`src/rtl/ps2_pkg.sv`:
```
// Shared types and defaults for the PS/2 receive path: FSM states, frame
// geometry and the odd-parity helper.
package ps2_pkg;

   localparam int PS2_DATA_BITS              = 8;
   localparam int PS2_DEFAULT_DEPTH          = 16;
   localparam int PS2_DEFAULT_FILTER_LEN     = 8;
   localparam int PS2_DEFAULT_TIMEOUT_CYCLES = 50000;

   typedef enum logic [1:0] {
      ST_IDLE,
      ST_DATA,
      ST_PARITY,
      ST_STOP
   } ps2_state_e;

   // PS/2 uses odd parity: data bits plus parity bit must have odd weight.
   function automatic logic odd_weight(input logic [PS2_DATA_BITS-1:0] data,
                                       input logic                     par);
      return ^{data, par};
   endfunction

endpackage

```
`src/rtl/ps2_sync_fifo.sv`:
```
// First-word-fall-through byte FIFO with sticky overflow; a push while full is
// dropped unless a pop happens in the same cycle.
module ps2_sync_fifo
   import ps2_pkg::*;
#(
   parameter int DEPTH = PS2_DEFAULT_DEPTH,
   parameter int WIDTH = PS2_DATA_BITS
) (
   input  logic                     clk_i,
   input  logic                     rst_i,
   input  logic                     wr_en_i,
   input  logic [WIDTH-1:0]         wr_data_i,
   input  logic                     rd_en_i,
   output logic [WIDTH-1:0]         rd_data_o,
   output logic                     empty_o,
   output logic                     full_o,
   output logic [$clog2(DEPTH):0]   count_o,
   output logic                     overflow_o
);

   localparam int AW = $clog2(DEPTH);
   localparam int CW = AW + 1;

   logic [WIDTH-1:0] mem_q [DEPTH];
   logic [AW-1:0]    wr_ptr_q, rd_ptr_q;
   logic [CW-1:0]    count_q, count_d;
   logic             overflow_q;
   logic             do_push, do_pop;

   assign empty_o    = (count_q == '0);
   assign full_o     = (count_q == CW'(DEPTH));
   assign do_pop     = rd_en_i & ~empty_o;
   assign do_push    = wr_en_i & (~full_o | do_pop);
   assign count_o    = count_q;
   assign overflow_o = overflow_q;
   assign rd_data_o  = empty_o ? '0 : mem_q[rd_ptr_q];

   always_comb begin
      count_d = count_q;
      case ({do_push, do_pop})
         2'b10:   count_d = count_q + 1'b1;
         2'b01:   count_d = count_q - 1'b1;
         default: count_d = count_q;
      endcase
   end

   always_ff @(posedge clk_i) begin
      if (rst_i) begin
         wr_ptr_q   <= '0;
         rd_ptr_q   <= '0;
         count_q    <= '0;
         overflow_q <= 1'b0;
      end else begin
         // NOTE: non-blocking assignments keep every register updating from
         // the pre-edge values, independent of statement order.
         if (do_push) wr_ptr_q <= wr_ptr_q + 1'b1;
         if (do_pop)  rd_ptr_q <= rd_ptr_q + 1'b1;
         count_q <= count_d;
         if (wr_en_i && full_o && !do_pop) overflow_q <= 1'b1;
      end
   end

   // NOTE: storage has no reset; empty_o masks stale entries, and leaving it
   // out lets the array map onto plain RAM.
   always_ff @(posedge clk_i) begin
      if (do_push) mem_q[wr_ptr_q] <= wr_data_i;
   end

endmodule

```
`src/rtl/ps2_rx_fifo.sv`:
```
// PS/2 device-to-host receiver: synchroniser, glitch filter, frame FSM and a
// byte FIFO. Define PS2_PARITY_CHECK_EN to reject frames with bad odd parity.
module ps2_rx_fifo
   import ps2_pkg::*;
#(
   parameter int DEPTH          = PS2_DEFAULT_DEPTH,
   parameter int FILTER_LEN     = PS2_DEFAULT_FILTER_LEN,
   parameter int TIMEOUT_CYCLES = PS2_DEFAULT_TIMEOUT_CYCLES
) (
   input  logic                   clk_50mhz,
   input  logic                   rst,
   input  logic                   PS2_clk,
   input  logic                   PS2_Data,
   input  logic                   rd_en,
   output logic [7:0]             rd_data,
   output logic                   empty,
   output logic                   full,
   output logic [$clog2(DEPTH):0] count,
   output logic                   overflow,
   output logic                   frame_err
);

`ifdef PS2_PARITY_CHECK_EN
   localparam bit PARITY_CHECK = 1'b1;
`else
   localparam bit PARITY_CHECK = 1'b0;
`endif

   localparam int FW = $clog2(FILTER_LEN + 1);
   localparam int TW = $clog2(TIMEOUT_CYCLES + 1);
   localparam int BW = $clog2(PS2_DATA_BITS);

   logic clk_meta_q, clk_sync_q, data_meta_q, data_sync_q;
   logic filt_q, filt_prev_q;
   logic [FW-1:0] filt_cnt_q;
   logic fall;

   ps2_state_e              state_q;
   logic [BW-1:0]           bit_cnt_q;
   logic [PS2_DATA_BITS-1:0] shift_q;
   logic                    parity_q;
   logic [TW-1:0]           to_cnt_q;
   logic                    frame_err_q;
   logic                    frame_ok, push;

   // Idle PS/2 lines are high, so reset to 1 to avoid a false falling edge.
   always_ff @(posedge clk_50mhz) begin
      if (rst) begin
         clk_meta_q  <= 1'b1;
         clk_sync_q  <= 1'b1;
         data_meta_q <= 1'b1;
         data_sync_q <= 1'b1;
      end else begin
         clk_meta_q  <= PS2_clk;
         clk_sync_q  <= clk_meta_q;
         data_meta_q <= PS2_Data;
         data_sync_q <= data_meta_q;
      end
   end

   always_ff @(posedge clk_50mhz) begin
      if (rst) begin
         filt_q      <= 1'b1;
         filt_prev_q <= 1'b1;
         filt_cnt_q  <= '0;
      end else begin
         filt_prev_q <= filt_q;
         if (clk_sync_q == filt_q) begin
            filt_cnt_q <= '0;
         end else if (filt_cnt_q == FW'(FILTER_LEN - 1)) begin
            filt_q     <= clk_sync_q;
            filt_cnt_q <= '0;
         end else begin
            filt_cnt_q <= filt_cnt_q + 1'b1;
         end
      end
   end

   assign fall     = filt_prev_q & ~filt_q;
   assign frame_ok = data_sync_q & (~PARITY_CHECK | odd_weight(shift_q, parity_q));
   // Push straight from the stop-bit edge so the byte is visible next cycle.
   assign push     = fall & (state_q == ST_STOP) & frame_ok;

   always_ff @(posedge clk_50mhz) begin
      if (rst) begin
         state_q     <= ST_IDLE;
         bit_cnt_q   <= '0;
         shift_q     <= '0;
         parity_q    <= 1'b0;
         to_cnt_q    <= '0;
         frame_err_q <= 1'b0;
      end else begin
         frame_err_q <= 1'b0;
         if (state_q == ST_IDLE || fall) to_cnt_q <= '0;
         else                            to_cnt_q <= to_cnt_q + 1'b1;

         case (state_q)
            ST_IDLE: begin
               if (fall && !data_sync_q) begin
                  state_q   <= ST_DATA;
                  bit_cnt_q <= '0;
               end
            end
            ST_DATA: begin
               if (fall) begin
                  shift_q   <= {data_sync_q, shift_q[PS2_DATA_BITS-1:1]};
                  bit_cnt_q <= bit_cnt_q + 1'b1;
                  if (bit_cnt_q == BW'(PS2_DATA_BITS - 1)) state_q <= ST_PARITY;
               end
            end
            ST_PARITY: begin
               if (fall) begin
                  parity_q <= data_sync_q;
                  state_q  <= ST_STOP;
               end
            end
            ST_STOP: begin
               if (fall) begin
                  if (!frame_ok) frame_err_q <= 1'b1;
                  state_q <= ST_IDLE;
               end
            end
            default: state_q <= ST_IDLE;
         endcase

         if (state_q != ST_IDLE && !fall && to_cnt_q == TW'(TIMEOUT_CYCLES - 1)) begin
            state_q     <= ST_IDLE;
            frame_err_q <= 1'b1;
         end
      end
   end

   assign frame_err = frame_err_q;

   ps2_sync_fifo #(
      .DEPTH (DEPTH),
      .WIDTH (PS2_DATA_BITS)
   ) u_fifo (
      .clk_i      (clk_50mhz),
      .rst_i      (rst),
      .wr_en_i    (push),
      .wr_data_i  (shift_q),
      .rd_en_i    (rd_en),
      .rd_data_o  (rd_data),
      .empty_o    (empty),
      .full_o     (full),
      .count_o    (count),
      .overflow_o (overflow)
   );

endmodule

```
`config.mk`:
```
export PLATFORM = sky130hd
export DESIGN_NAME = ps2_rx_fifo
export DESIGN_NICKNAME = d
export VERILOG_FILES = /design/src/rtl/ps2_pkg.sv /design/src/rtl/ps2_sync_fifo.sv /design/src/rtl/ps2_rx_fifo.sv
export SDC_FILE = /design/constraint.sdc
export NUM_CORES = 1
export LEC_CHECK = 0
export CORE_ASPECT_RATIO = 0.8
export CORE_UTILIZATION = 59
export DETAILED_ROUTE_END_ITERATION = 16
export PLACE_DENSITY = 0.73
export SYNTH_ARGS = -nofsm -noshare
export SYNTH_HDL_FRONTEND = slang
export SYNTH_SLANG_ARGS = --single-unit
export TNS_END_PERCENT = 100
```
`constraint.sdc`:
```
create_clock -name clk_50mhz -period 6.3 [get_ports clk_50mhz]
set_input_delay 0.63 -clock clk_50mhz [delete_from_list [all_inputs] [get_ports clk_50mhz]]
set_output_delay 0.63 -clock clk_50mhz [all_outputs]
set_load 0.005 [all_outputs]
```
==> impl_metrics.tcl, run 1 <==
set metrics [dict create \
    grt_pass1_wl_um 22380 \
    cts_tree "done" \
    crit_slowest_cell "dfxtp_2" \
    ys_seq_area_share_pct 64.94 \
    drc 0 \
    diodes 0 \
    initial_utilization_pct 62.00 \
    clk_latency_ps 430 \
    dieArea_mm2 0.01353 \
    max-cap-violations 0 \
    synth_seq_cells 186 \
    path_common_cell "a211oi_1" \
    synthesis.nets 545 \
    postSynthAreaPerCell_um2 14.71 \
    synth_edf_count 128 \
    grt_max_degree 43 \
    wl_um 13850 \
    seqPwrFrac_pct 44.5 \
    yosys-mux-area-fraction_pct 11.57 \
    path_cells "mux4_2 -> nor2b_1 -> a211oi_1 -> a211oi_1 -> clkdlybuf4s50_1" \
    synth_top_family_by_area "multiplexers" \
    relSlewSlack_pct 32.50 \
    cts.sinks 186 \
    final-setup-viol-count 0 \
    postRouteAntennaNets 0 \
    gr-usage-all-layers_pct 22.84 \
    drive_gt1_share_pct 14.67 \
    layout_common_cells "edfxtp_1, dfxtp_1, nor2_1" \
    pwr-share-comb_pct 21.6 \
    layout.nets 560 \
    yosysTopAreaCellShare_pct 49.87 \
    status "completed" \
    synthDistinctLibCells 56 \
    p_leak_nw 2.859 \
    avgViaCountPerCell 5.881 \
    worstPathMaxFanout 32 \
    path_class "reg -> out" \
    drt-initial-drc-count 408 \
    syn_inst 524 \
    synthSimpleGateAreaFrac_pct 10.50 \
    grt_remaining_overflow 0 \
    ir_drop_mv 0.3291 \
    core_mm2 0.01243 \
    io_pins 22 \
    grt_pass1_vias 4246 \
    synth_area_mm2 0.007707 \
    p_total_mw 3.125 \
    power_density_mw_per_mm2 363.0 \
    async_reset_ff_share_pct 0 \
    cts_hold_buf 0 \
    dpl.hpwl_um 8876 \
    synth_xor_area_share_pct 2.500 \
    synthAdderAreaFrac_pct 2.597 \
    dp_slack_ps 2591 \
    min_path_type "reg -> reg" \
    fmaxAchievable_mhz 267.4 \
    final_common_cell "edfxtp_1" \
    io_buffers 21 \
    cp_data_arrival_time_ps 3110 \
    post_cts_buffers 0 \
    htree_num_levels 4 \
    path_clk_slew_ps 60 \
    internal_power_mw 2.278 \
    p_clk_share_pct 33.9 \
    period_needed_ps 3739 \
    p_sw_share_pct 27.11 \
    synth_area_leaders "edfxtp_1, dfxtp_1, mux4_2, ha_1, mux2i_1" \
    rsz0062_at_grt "false" \
    final.setup.tns_ps 0 \
    dr.pass1.iters 5 \
    setup_ws_ps 2561 \
    synth_ff_type "edfxtp_1" \
    synth_compound_area_share_pct 5.292 \
    placement_rows 36 \
    worst-path-buf-inv 1 \
    syn_to_final_growth_pct 11.72 \
    whs_ps 412.0 \
    crit_path_end_kind "output port" \
    synth_top_area_cell "edfxtp_1" \
    antenna_found_initial 0 \
    num_vias 4252 \
    yosysWarnings 0 \
    path_delay_family "flip-flops" \
    finalHoldViolCount 0 \
    required_ps 5670 \
    switchingPower_mw 0.8474 \
    worst_setup_path_start_kind "flop" \
    gp_congestion 0.8181 \
    slowest_delay_ps 990 \
    cts_root_buffer "clkbuf_16" \
    dieWidth_um 129.8 \
    maxSlewViolCount 0 \
    period_share_pct 59.35 \
    tightest_slew_ps 1013 \
    cts_resized 0 \
    finalClockSkew_ps 5.311 \
    cts_buffers 17 \
    die_y_um 104.2 \
    detail_route.wl_per_cell_um 19.16 \
    cts_buffer_depth 2 \
]
registers in the layout (all words and copies together) (netlist names), named ones only:
| register | cells |
|---|---|
| frame_err | 1 |
| filt_cnt_q | 4 |
| u_fifo.count_o | 5 |
| clk_sync_q | 1 |
| data_sync_q | 1 |
| shift_q | 8 |
| filt_q | 1 |
| u_fifo.wr_ptr_q | 4 |
| data_meta_q | 1 |
| u_fifo.overflow_o | 1 |
| to_cnt_q | 16 |
| clk_meta_q | 1 |
| state_q | 2 |
| filt_prev_q | 1 |
| u_fifo.mem_q | 128 |
| bit_cnt_q | 3 |
| u_fifo.rd_ptr_q | 4 |
synth_stat cells (all sizes together) (2+ instances only):
master / number
nand4: 6
a21o: 4
mux2i: 16
xor2: 12
and3: 19
or2: 5
xnor2: 10
o311ai: 2
mux4: 32
nand3: 17
ha: 16
or4: 3
a21oi: 17
o21ai: 4
nand2b: 5
nand3b: 2
a211oi: 16
nand2: 15
clkbuf: 13
nor2: 42
nor3: 8
and2: 3
buf: 17
or3: 3
o211ai: 2
a31oi: 2
nor4: 3
dfxtp: 58
edfxtp: 128
nor2b: 13
nor4b: 3
inv: 12
layout make-up:
| class | count | area (um^2) |
|---|---|---|
| Multi-Input combinational cell | 296 | 2502 |
| Timing Repair Buffer | 26 | 247.7 |
| Fill cell | 846 | 3821 |
| Sequential cell | 186 | 5006 |
| Tap cell | 171 | 214.0 |
| Clock buffer | 19 | 452.9 |
| Clock inverter | 13 | 142.6 |
| Inverter | 12 | 45.04 |
metrics by stage:
step | utilization (%) | cell area, um^2 | cells
floorplan | - | 7707 | 524
global placement | 64.47 | 8015 | 691
detailed placement | 64.47 | 8015 | 691
CTS | 69.26 | 8611 | 723
global route | 69.26 | 8611 | 723
finish | 69.26 | 8611 | 723
per-layer routing:
metal  up-vias  global-route usage (%)  wire (um)
met3        27                   5.350        616
met4         0                   10.13        270
met1      2108                   32.07       6404
met5         -                       0          0
met2        99                   34.15       6559
li1       2018                       -          -
final timing paths:
| kind | from | slack (ps) | endpoint | cells after the start |
|---|---|---|---|---|
| worst min register to register | clk_meta_q | 410 | clk_sync_q | 1 |
| worst max register to register | state_q[0] | 2830 | u_fifo.count_o[4] | 11 |
| worst min-delay path | clk_meta_q | 410 | clk_sync_q | 1 |
| worst max-delay path | flop | 2560 | rd_data[6] | 5 |
power groups by stage:
stage | registers [mW] | logic (mW) | clock network (mW)
floorplan | 1.37 | 0.497 | 0
global placement | 1.42 | 0.661 | 0
detailed placement | 1.42 | 0.675 | 0
CTS | 1.39 | 0.680 | 1.07
global route | 1.40 | 0.743 | 1.13
finish | 1.39 | 0.675 | 1.06
logic make-up after synthesis:
kind of cell               count (synthesis)
adders and majority gates                 16
DFF                                      186
and+or+nand+nor                          152
buffers and inverters                     42
xor gates and xnor gates                  22
AOI/OAI and AO/OA                         57
muxes                                     49
No activity file was read; power rests on OpenSTA's default activity.
==> run 2, diff against run 1 <==
--- a/config.mk
+++ b/config.mk
@@ -6,9 +6,9 @@
 export NUM_CORES = 1
 export LEC_CHECK = 0
 export CORE_ASPECT_RATIO = 0.8
-export CORE_UTILIZATION = 59
+export CORE_UTILIZATION = 55
 export DETAILED_ROUTE_END_ITERATION = 16
-export PLACE_DENSITY = 0.73
+export PLACE_DENSITY = 0.71
 export SYNTH_ARGS = -nofsm -noshare
 export SYNTH_HDL_FRONTEND = slang
 export SYNTH_SLANG_ARGS = --single-unit
==> constraint.sdc (replaced) <==
create_clock -name clk_50mhz -period 3.2 [get_ports clk_50mhz]
set_input_delay 0.32 -clock clk_50mhz [delete_from_list [all_inputs] [get_ports clk_50mhz]]
set_output_delay 0.32 -clock clk_50mhz [all_outputs]
set_load 0.005 [all_outputs]
==> run 2 against run 1 <==
  * Hold slack worse by 2.1 ps
  * Sequential share of layout area down 0.72 points
  * Combinational power up 110%
==> impl_metrics.tcl, run 2 (same netlist as run 1, synthesis figures left out) <==
set metrics [dict create \
    dieWidth_um 134.4 \
    dr.pass1.iters 5 \
    cts_root_buffer "clkbuf_16" \
    cts_buffer_depth 2 \
    crit_path_end_kind "flop" \
    drive_gt1_share_pct 15.15 \
    p_leak_nw 2.902 \
    grt_remaining_overflow 0 \
    power_density_mw_per_mm2 720.9 \
    core_mm2 0.01360 \
    placement_rows 38 \
    status "completed" \
    avgViaCountPerCell 5.883 \
    path_clk_slew_ps 60 \
    relSlewSlack_pct 53.06 \
    gr-usage-all-layers_pct 22.07 \
    detail_route.wl_per_cell_um 19.51 \
    cts_tree "done" \
    final_common_cell "edfxtp_1" \
    io_pins 22 \
    seqPwrFrac_pct 42.8 \
    reg2regPathDepth 10 \
    dp.cells 709 \
    layout.nets 569 \
    internal_power_mw 4.636 \
    cts.sinks 186 \
    cts_buffers 17 \
    syn_to_final_growth_pct 13.12 \
    grt_max_degree 42 \
    drt-initial-drc-count 382 \
    fmaxAchievable_mhz 330.6 \
    worstPathMaxFanout 8 \
    ir_drop_mv 0.4778 \
    diodes 0 \
    num_vias 4359 \
    largest_reg_flops 128 \
    period_needed_ps 3025 \
    clk_latency_ps 430 \
    regMostFlops "u_fifo.mem_q" \
    io_buffers 21 \
    stdcell_count 741 \
    finalClockSkew_ps 9.629 \
    worst_setup_path_start_kind "flop" \
    die_y_um 107.9 \
    required_ps 3480 \
    grt_pass1_vias 4300 \
    period_share_pct 94.53 \
    maxSlewViolCount 0 \
    pwr-share-comb_pct 22.9 \
    cts_hold_buf 0 \
    path_class "reg -> reg" \
    finalHoldViolCount 0 \
    cp_data_arrival_time_ps 3310 \
    tightest_slew_ps 703.2 \
    p_sw_share_pct 26.24 \
    gp_congestion 0.7946 \
    grt_pass1_wl_um 23080 \
    top_regs "u_fifo.mem_q (128), to_cnt_q (16), shift_q (8)" \
    dieArea_mm2 0.01449 \
    min_path_type "reg -> reg" \
    rsz0062_at_grt "false" \
    htree_num_levels 4 \
    max-cap-violations 0 \
    final-setup-viol-count 0 \
    drc 0 \
    antenna_found_initial 0 \
    dpl.hpwl_um 9327 \
    postRouteAntennaNets 0 \
    p_clk_share_pct 34.3 \
    final.setup.tns_ps 0 \
    layout_common_cells "edfxtp_1, dfxtp_1, nor2_1" \
    min_path_cells 1 \
    switchingPower_mw 1.649 \
    wl_um 14460 \
    initial_utilization_pct 56.68 \
]
==> run 2: area by class of cell <==
class                           instances  area, um^2
Fill cell                            1000        4880
Inverter                               12       45.04
Multi-Input combinational cell        296        2506
Clock inverter                         13       175.2
Clock buffer                           19       432.9
Sequential cell                       186        5006
Tap cell                              180       225.2
Timing Repair Buffer                   35       327.8
==> run 2: worst max-delay path, cell delays in order, from the launching register on <==
cell and delay [ps]:
dfxtp_1 370, or4_4 620, o31a_1 290, inv_1 90, ha_1 320, xor2_1 120, ha_1 210, a21oi_2 200
a32oi_1 170, a221oi_1 310, o311ai_0 180
==> run 2: timing repair <==
item | in CTS | in global routing
endpoints found under the setup margin | 0 | 1
gates resized for setup | 0 | 1
setup buffers | 0 | 0
==> run 2: final timing paths <==
path / endpoint / slack, ps / startpoint
max reg2reg: u_fifo.count_o[4] / 180 / u_fifo.count_o[0]
min reg2reg: data_sync_q / 410 / data_meta_q
max: u_fifo.count_o[4] / 180 / u_fifo.count_o[0]
min: data_sync_q / 410 / data_meta_q
==> run 2: metal layers <==
metal	up-vias	track usage [%]	routed length [um]
met4	0	8.748	246
li1	2039	-	-
met3	19	5.461	789
met2	127	34.53	6892
met1	2174	29.84	6532
met5	-	0	0
==> run 2: power groups by stage <==
| stage | logic, mW | registers, mW | clock network (mW) |
|---|---|---|---|
| 2_1_floorplan | 0.979 | 2.70 | 0 |
| 3_3_place_gp | 1.41 | 2.73 | 0 |
| 3_5_place_dp | 1.45 | 2.74 | 0 |
| 4_1_cts | 1.46 | 2.69 | 2.18 |
| 5_1_grt | 1.59 | 2.70 | 2.28 |
| 6_report | 1.44 | 2.69 | 2.16 |
==> run 2: per-stage QoR <==
stage | cell area [um^2] | setup slack, ps | power [mW] | hold slack, ps | utilization [%]
2_1_floorplan | 7707 | 0.1399 | 3.683 | 389.5 | -
3_3_place_gp | 8107 | 300.0 | 4.146 | 397.9 | 59.62
3_5_place_dp | 8107 | 121.7 | 4.185 | 394.8 | 59.62
4_1_cts | 8715 | 103.3 | 6.321 | 409.9 | 64.09
5_1_grt | 8718 | 39.55 | 6.569 | 426.8 | 64.11
6_report | 8718 | 175.1 | 6.285 | 409.9 | 64.11
